$ cat src/rtl/clk_meter_pkg.sv
// Shared types and defaults for the clock period meter.
// Holds the control FSM state type and the default counter width and timeout.
package clk_meter_pkg;

  localparam int unsigned DefaultW       = 32;
  localparam int unsigned DefaultTimeout = 100_000_000;

  typedef enum logic [1:0] {
    StIdle,
    StMeasure,
    StStall
  } meter_state_e;

endpackage

$ cat src/rtl/sync_edge_det.sv
// Two-flop synchronizer for sig_in plus a history flop.
// Flags a transition of either polarity on the synchronized signal.
module sync_edge_det (
  input  logic clk_in,
  input  logic rst,
  input  logic sig_in,
  output logic sig_edge,
  output logic prev_level
);

  logic s1_q, s2_q, s3_q;

  always_ff @(posedge clk_in) begin
    if (rst) begin
      s1_q <= 1'b0;
      s2_q <= 1'b0;
      s3_q <= 1'b0;
    end else begin
      s1_q <= sig_in;
      s2_q <= s1_q;
      s3_q <= s2_q;
    end
  end

  assign sig_edge   = s2_q ^ s3_q;
  assign prev_level = s3_q;

endmodule

$ cat src/rtl/clk_period_meter.sv
// Measures the clk_in-cycle length of each sig_in half period.
// Reports the divider setting that regenerates it, and flags lock and timeout.
module clk_period_meter
  import clk_meter_pkg::*;
#(
  parameter int unsigned W       = DefaultW,
  parameter int unsigned TIMEOUT = DefaultTimeout
) (
  input  logic         clk_in,
  input  logic         rst,
  input  logic         sig_in,
  output logic [W-1:0] half_period,
  output logic [W-1:0] div_n,
  output logic         level,
  output logic         valid,
  output logic         locked,
  output logic         timeout
);

  localparam logic [W-1:0] TimeoutLast = W'(TIMEOUT - 1);

  logic         sig_edge;
  logic         prev_level;

  meter_state_e state_q, state_d;
  logic [W-1:0] cnt_q, cnt_d;
  logic [W-1:0] half_period_q, half_period_d;
  logic [W-1:0] div_n_q, div_n_d;
  logic         level_q, level_d;
  logic         valid_q, valid_d;
  logic         locked_q, locked_d;
  logic         timeout_q, timeout_d;
  // A measurement exists to compare against since the last IDLE/STALL.
  logic         have_prev_q, have_prev_d;
  logic [W-1:0] cnt_plus1;

  sync_edge_det u_sync_edge_det (
    .clk_in     (clk_in),
    .rst        (rst),
    .sig_in     (sig_in),
    .sig_edge   (sig_edge),
    .prev_level (prev_level)
  );

  assign cnt_plus1 = cnt_q + W'(1);

  always_comb begin
    state_d       = state_q;
    cnt_d         = cnt_q;
    half_period_d = half_period_q;
    div_n_d       = div_n_q;
    level_d       = level_q;
    valid_d       = 1'b0;
    locked_d      = locked_q;
    timeout_d     = timeout_q;
    have_prev_d   = have_prev_q;

    unique case (state_q)
      StIdle: begin
        if (sig_edge) begin
          state_d = StMeasure;
          cnt_d   = '0;
        end
      end
      StMeasure: begin
        if (sig_edge) begin
          half_period_d = cnt_plus1;
          div_n_d       = cnt_q;
          level_d       = prev_level;
          valid_d       = 1'b1;
          locked_d      = have_prev_q && (cnt_plus1 == half_period_q);
          have_prev_d   = 1'b1;
          cnt_d         = '0;
        end else if (cnt_q == TimeoutLast) begin
          // Edge in this same cycle would have taken the branch above.
          state_d     = StStall;
          timeout_d   = 1'b1;
          locked_d    = 1'b0;
          have_prev_d = 1'b0;
        end else begin
          cnt_d = cnt_plus1;
        end
      end
      StStall: begin
        if (sig_edge) begin
          state_d   = StMeasure;
          cnt_d     = '0;
          timeout_d = 1'b0;
        end
      end
      default: begin
        state_d = StIdle;
      end
    endcase
  end

  always_ff @(posedge clk_in) begin
    if (rst) begin
      state_q       <= StIdle;
      cnt_q         <= '0;
      half_period_q <= '0;
      div_n_q       <= '0;
      level_q       <= 1'b0;
      valid_q       <= 1'b0;
      locked_q      <= 1'b0;
      timeout_q     <= 1'b0;
      have_prev_q   <= 1'b0;
    end else begin
      state_q       <= state_d;
      cnt_q         <= cnt_d;
      half_period_q <= half_period_d;
      div_n_q       <= div_n_d;
      level_q       <= level_d;
      valid_q       <= valid_d;
      locked_q      <= locked_d;
      timeout_q     <= timeout_d;
      have_prev_q   <= have_prev_d;
    end
  end

  assign half_period = half_period_q;
  assign div_n       = div_n_q;
  assign level       = level_q;
  assign valid       = valid_q;
  assign locked      = locked_q;
  assign timeout     = timeout_q;

endmodule

$ cat config.mk
export PLATFORM = sky130hd
export DESIGN_NAME = clk_period_meter
export DESIGN_NICKNAME = d
export VERILOG_FILES = /design/src/rtl/clk_meter_pkg.sv /design/src/rtl/sync_edge_det.sv /design/src/rtl/clk_period_meter.sv
export SDC_FILE = /design/constraint.sdc
export NUM_CORES = 1
export LEC_CHECK = 0
export ABC_AREA = 1
export CAP_MARGIN = 15
export CORE_MARGIN = 2
export CORE_UTILIZATION = 45
export CTS_CLUSTER_SIZE = 28
export DETAILED_ROUTE_END_ITERATION = 10
export GPL_ROUTABILITY_DRIVEN = 0
export PLACE_DENSITY = 0.67
export SYNTH_ARGS = -nofsm -noshare
export SYNTH_HDL_FRONTEND = slang
export SYNTH_HIERARCHICAL = 1
export SYNTH_SLANG_ARGS = --single-unit
$ cat constraint.sdc
create_clock -name clk_in -period 2.5 [get_ports clk_in]
set_input_delay 0.375 -clock clk_in [delete_from_list [all_inputs] [get_ports clk_in]]
set_output_delay 0.375 -clock clk_in [all_outputs]
set_load 0.02 [all_outputs]
---- Word level (Yosys, flattened, before mapping) ----
Index checks and enable logic that the tools add are counted.
operators by class
  add/sub/neg operators ................... 1
  equal/unequal tests ..................... 9
  multiplexer cells ....................... 16
  bitwise gates (word level) .............. 2
  reduce and logical (&&, ||, !) cells .... 12
operators with widths
  cell                                                                      count
  32-bit two-way mux                                                        3
  32-bit case mux with 2 select lines                                       1
  32-bit by 1-bit adder with 32-bit output (second input constant)          1
  32-bit by 27-bit equality test with 1-bit output (second input constant)  1
  32-bit equality test                                                      1
  1-bit two-way mux                                                         7
  2-bit two-way mux                                                         3
  2-bit inequality test (second input constant)                             3
  3-bit AND reduction                                                       2
  2-bit nonzero test                                                        3
  2-bit case mux with 2 select lines                                        1
  2-bit AND reduction                                                       2
  4-bit AND reduction                                                       1
  2-bit OR reduction                                                        2
  3-bit inequality test (second input constant)                             1
  2-bit by 1-bit equality test with 1-bit output (second input constant)    1
  2-bit equality test (second input constant)                               1
  2-bit logical NOT                                                         1
  2-bit by 1-bit inequality test with 1-bit output (second input constant)  1
  1-bit case mux with 2 select lines                                        1
  1-bit logical AND                                                         1
  1-bit NOT                                                                 1
  1-bit bitwise XOR                                                         1
storage, ports and cells
  register bits after elaboration ......... 106
  input bits .............................. 3
  logic and storage cells ................. 52

---- Logic depth before layout (Yosys ltp) ----
  depth after elaboration ................. 4
  gate-level depth with buffers ........... 15
  mapped depth without buffers ............ 15

---- By module ----
The synthesis kept the hierarchy.
by module, submodules not included
  module            times used  cells an instance  area an instance (um2)  sequential area each (um2)
  clk_period_meter  1           844                5397.7                  2062.0
  sync_edge_det     1           13                 97.6                    60.1

---- Least setup slack after synthesis ----
Ideal clock, no wire load.
  path kind ............................... register -> register
  start ................................... reg cnt_q[0]
  end ..................................... reg cnt_q[11]
  library setup time ...................... 0.121 ns
  arrival ................................. 1.815 ns
  data required time ...................... 2.379 ns
  setup slack ............................. 0.564 ns
  stages on the path, launching flop included .. 12
  buffers on the path ..................... 1
  cell sequence ........................... dfxtp_1 > ha_1 > nand2_1 > nor2_4 > nand2_4 > nor3_2 > nand4_1 > nand2_2 > nand3_4 > buf_2 > o21ai_0 > a21oi_1
between the ends
  word-level cells in the longest chain between the ends .. 4
  elaborated cells between the ends (all ways) .. 7
  classes of those cells .................. add/sub (1); eq/ne (2); mux (3); reduce/logical (1)
ends and longest elaborated chain
  item                                      line                     text
  start: declaration                        clk_period_meter.sv:26   logic [W-1:0] cnt_q, cnt_d;
  start signal: assignment                  clk_period_meter.sv:110  cnt_q <= cnt_d;
  32-bit by 1-bit adder with 32-bit output  clk_period_meter.sv:45   assign cnt_plus1 = cnt_q + W'(1);
  32-bit two-way mux                        clk_period_meter.sv:74   end else if (cnt_q == TimeoutLast) begin
  32-bit two-way mux                        clk_period_meter.sv:66   if (sig_edge) begin
  32-bit case mux with 2 select lines       clk_period_meter.sv:58   unique case (state_q)
Parallel ways exist; a longest one is shown, timed or not. The select of a mux whose other input is x is not followed.
A chain may end at the register's enable or synchronous reset.

---- Worst setup path in the final report ----
  start ................................... reg cnt_q[1]
  end ..................................... reg cnt_q[1]
The elaborated chain is that of the path after synthesis.

==> run summary <==
The flow ran to the end, and the final reports show no timing, DRC or antenna violations. The final core area utilization came out at 56.5%. The number of antenna violations at the first check in global routing was 0. The floorplan step defined a core boundary enclosing 12000 um2. The via count normalized by instance count was 5.18. Setup violations remaining at the end of the flow were counted as 0. The remaining antenna violation count came out at 0. The final number of hold-violating endpoints is 0. The type of origin of the critical path is a flip-flop. The post-synthesis net count is 861, and the power per cell area is 533 nW/um2. The die is 115 um wide. In this run the number of H-tree levels came out at 3.

The tools report the floorplan die area as 13100 um2. After synthesis the netlist holds a flip-flop and latch count of 106. OpenSTA, run right after detailed placement, puts the worst setup slack at 0.0692 ns. The clock latency at the later pin of the worst-skew pair is 0.36 ns, and the clock edge transition at the registers on the reported setup and hold paths is 0.07 ns. Counting every sink on the clock net gives 106. The total CTS buffers came out at 9. Category of the most critical setup path: reg2reg. The worst path meets setup with 0.247 ns of slack.

In this run the static leakage power is 2.80 nW. Of all flip-flops after synthesis, the portion carrying an async set or reset was 0%. From synthesis to final layout, the design area changed by 22.9%.

The final-layout setup total negative slack came out at 0 ns. The total of hold buffers inserted after clock tree synthesis was 0. The netlist area before placement is 5500 um2. The Yosys step of the flow raised 6 warnings. The share of the cycle needed by the critical path after routing was 90.1%; the estimated wirelength of the detail-placed design was 11000 um. The total placed cells including tap cells was 1068; the first-iteration detailed-routing DRC count was 539. With fillers left out, the area of the finished cells amounts to 6760 um2. Setup repair after global routing left no endpoint under its margin. The run gives 0 as the diode insertion count for antenna repair. STA puts the critical path data required time at 2.78 ns. Cells with a size suffix above 1 make up 6.72% of the layout. In this design, the critical path's most frequently occurring cell is sky130_fd_sc_hd__nand2_1.

The class of the most critical hold timing path is reg2reg. The worst-case clock buffer depth is 2. Summing the sequential cell areas from Yosys gives 38.6% of the chip area.

Effective utilization at floorplan: 45.9%. The vertical die dimension was 115 um; the per-cell routed wire length was 14.1 um. Synthesis produced a netlist whose cell count is 857. The run gives 936 as the number of nets in the finished design.

In this run the tool buffered the top-level ports with 70 buffer cells. Excluding fillers, the count of instances in the completed layout stands at 1084. The pre-antenna-repair detailed-routing pass consisted of 5 iterations. The per-instance average area after synthesis is 6.41 um2. Number of global-route vias before repair: 4883. The critical path goes through ha_1 -> nand2_1 -> nor2_4 -> nand2_4 -> nor3_2 -> nand4_1 -> nand2_2 -> buf_4 -> nand3_4 -> clkinv_8 -> nand2_1 -> a21oi_1. The run gives 0 as the count of pins over their slew limit. Across all layers, the routed design uses 5620 vias. Maximum net fanout on the critical path: 28.

The I/O pin count is 71. In the synthesized netlist the dominant register cell turns out to be sky130_fd_sc_hd__dfxtp_1. The tools report the worst slew margin relative to its limit as 52.9%. Number of flops mapped to enable cells by yosys: 0. The logs give 444 MHz for the achievable clock frequency and 0.000273 V for the maximum vdd ir drop. The run gives 2.54 ns as the arrival time reported for the critical path endpoint.

The highest-delay cell along the critical path was sky130_fd_sc_hd__dfxtp_2. For the finished layout, the period the worst path requires is 2.25 ns. Global routing used 24.3% of the available tracks across all layers. The tools report the critical path capture point type as a flip-flop. For this run, the slowest stage of the critical path takes 0.37 ns. For the pin with the worst max-slew slack, the measured transition is 0.703 ns. The count of different cell masters after synthesis was 34; the largest net degree at the start of global routing was 65. The run gives 40 as the total number of placement rows. For the cell area after placement, the log shows 6440 um2. Fill cells in the final layout number 1199. The first global-routing pass estimated 24700 um of wire. The routed design has 15300 um of wire. Clock skew on the completed layout was measured at 0.00871 ns.

The residual overflow from global routing is 0. The cell sitting at the root of the clock tree is a sky130_fd_sc_hd__clkbuf_16. TritonCTS built the clock tree. After detailed routing, the number of remaining DRC violations is 0.

Across the run, the number of max-cap violations was 0.
[kinds of logic (layout without fill, tap and decap cells)]
kind of cell             after synthesis  in the layout  synth area share [%]
AO/OA/AOI/OAI                        169            169                  15.9
XOR/XNOR                               5              5                  1.05
AND/OR/NAND/NOR                      435            435                  34.2
adder cells (fa/ha/maj)                1              1                 0.228
flip-flops                           106            106                  38.6
buffers and inverters                141            221                  10.1
[sequential cells by signal (all words and copies together) (netlist names)]
signal                      flops
have_prev_q                     1
state_q                         2
timeout                         1
valid                           1
cnt_q                          32
level                           1
half_period                    32
u_sync_edge_det/prev_level      1
u_sync_edge_det/s1_q            1
u_sync_edge_det/s2_q            1
locked                          1
div_n                          32
[per-stage QoR]
| step | power, mW | hold WS (ns) |
|---|---|---|
| after floorplan | 2.03 | 0.388 |
| after global placement | 2.17 | 0.389 |
| after detailed placement | 2.17 | 0.396 |
| after CTS | 3.63 | 0.408 |
| after global routing | 3.72 | 0.429 |
| final | 3.60 | 0.406 |
[layer usage]
metal	share of wire, %	vias up	GRT usage [%]
li1	-	2902	-
met1	50	2518	35.2
met2	42	176	35.7
met3	5.4	24	2.96
met4	2.4	0	11.2
met5	0	-	0
[where the power goes]
group	internal (mW)	leakage [nW]	total [mW]	switching (mW)
sequential	1.73	0.857	1.76	0.0279
combinational	0.133	1.80	0.379	0.246
clock	0.832	0.147	1.46	0.628
[critical path: cells and delay by family (launching register included)]
| family | cells | cell delay (ns) |
|---|---|---|
| buf+inv | 2 | 0.33 |
| simple gates | 8 | 1.13 |
| compound gates | 1 | 0.13 |
| flops | 1 | 0.37 |
| fa+ha+maj | 1 | 0.19 |
[repair_timing]
action | in CTS | in global routing
setup buffers | 0 | 0
resized for setup | 0 | 4
setup endpoints to repair | 0 | 17
[Yosys cell counts (all sizes together) (2+ instances only)]
cell	number	area, um2
nand4	7	43.8
clkbuf	25	95.1
xor2	3	26.3
nor4	2	12.5
a21oi	95	475
a32oi	2	17.5
nand3b	6	45.0
o211ai	3	22.5
inv	110	418
dfxtp	106	2120
a22oi	2	15.0
nor2	77	354
and2	2	12.5
nand2	268	1030
nand3	72	373
buf	6	40.0
a211oi	2	15.0
o21ai	64	320
[layout by cell type (no fill, tap or decap), types with 2 or more instances in the layout]
master / n
sky130_fd_sc_hd__and2_1: 2
sky130_fd_sc_hd__inv_2: 3
sky130_fd_sc_hd__a21oi_1: 95
sky130_fd_sc_hd__a211oi_1: 2
sky130_fd_sc_hd__nand2_1: 261
sky130_fd_sc_hd__nor2_4: 9
sky130_fd_sc_hd__clkbuf_16: 9
sky130_fd_sc_hd__inv_1: 106
sky130_fd_sc_hd__o211ai_1: 3
sky130_fd_sc_hd__a32oi_1: 2
sky130_fd_sc_hd__a22oi_1: 2
sky130_fd_sc_hd__dfxtp_1: 105
sky130_fd_sc_hd__nand2_2: 6
sky130_fd_sc_hd__clkdlybuf4s50_1: 69
sky130_fd_sc_hd__nand3_1: 71
sky130_fd_sc_hd__o21ai_0: 62
sky130_fd_sc_hd__clkbuf_8: 2
sky130_fd_sc_hd__nand3b_1: 6
sky130_fd_sc_hd__nor2_1: 67
sky130_fd_sc_hd__nand4_1: 7
sky130_fd_sc_hd__xor2_1: 3
sky130_fd_sc_hd__buf_4: 24
sky130_fd_sc_hd__o21ai_1: 2
sky130_fd_sc_hd__nor4_1: 2
sky130_fd_sc_hd__clkbuf_1: 3
[path summary, 6_finish.rpt]
kind,cells past startpoint,slack (ns),from,endpoint
max,12,0.25,cnt_q[1]$_SDFFE_PP0P_,cnt_q[1]$_SDFFE_PP0P_
min,2,0.41,u_sync_edge_det/s1_q$_SDFF_PP0_,u_sync_edge_det/s2_q$_SDFF_PP0_
max reg2reg,12,0.25,cnt_q[1]$_SDFFE_PP0P_,cnt_q[1]$_SDFFE_PP0P_
min reg2reg,2,0.41,u_sync_edge_det/s1_q$_SDFF_PP0_,u_sync_edge_det/s2_q$_SDFF_PP0_
[cell type report]
type                    instances  area, um2  share of cell area, %
clock buffers                  14        264                   3.91
inverters                     110        425                   6.30
multi-input cells             610       2830                   41.9
flip-flops and latches        106       2120                   31.4
clock inverters                 2       35.0                  0.519
well taps                     147        184                   2.72
repair buffers                 95        896                   13.3
(Power assumes the default switching activity.)
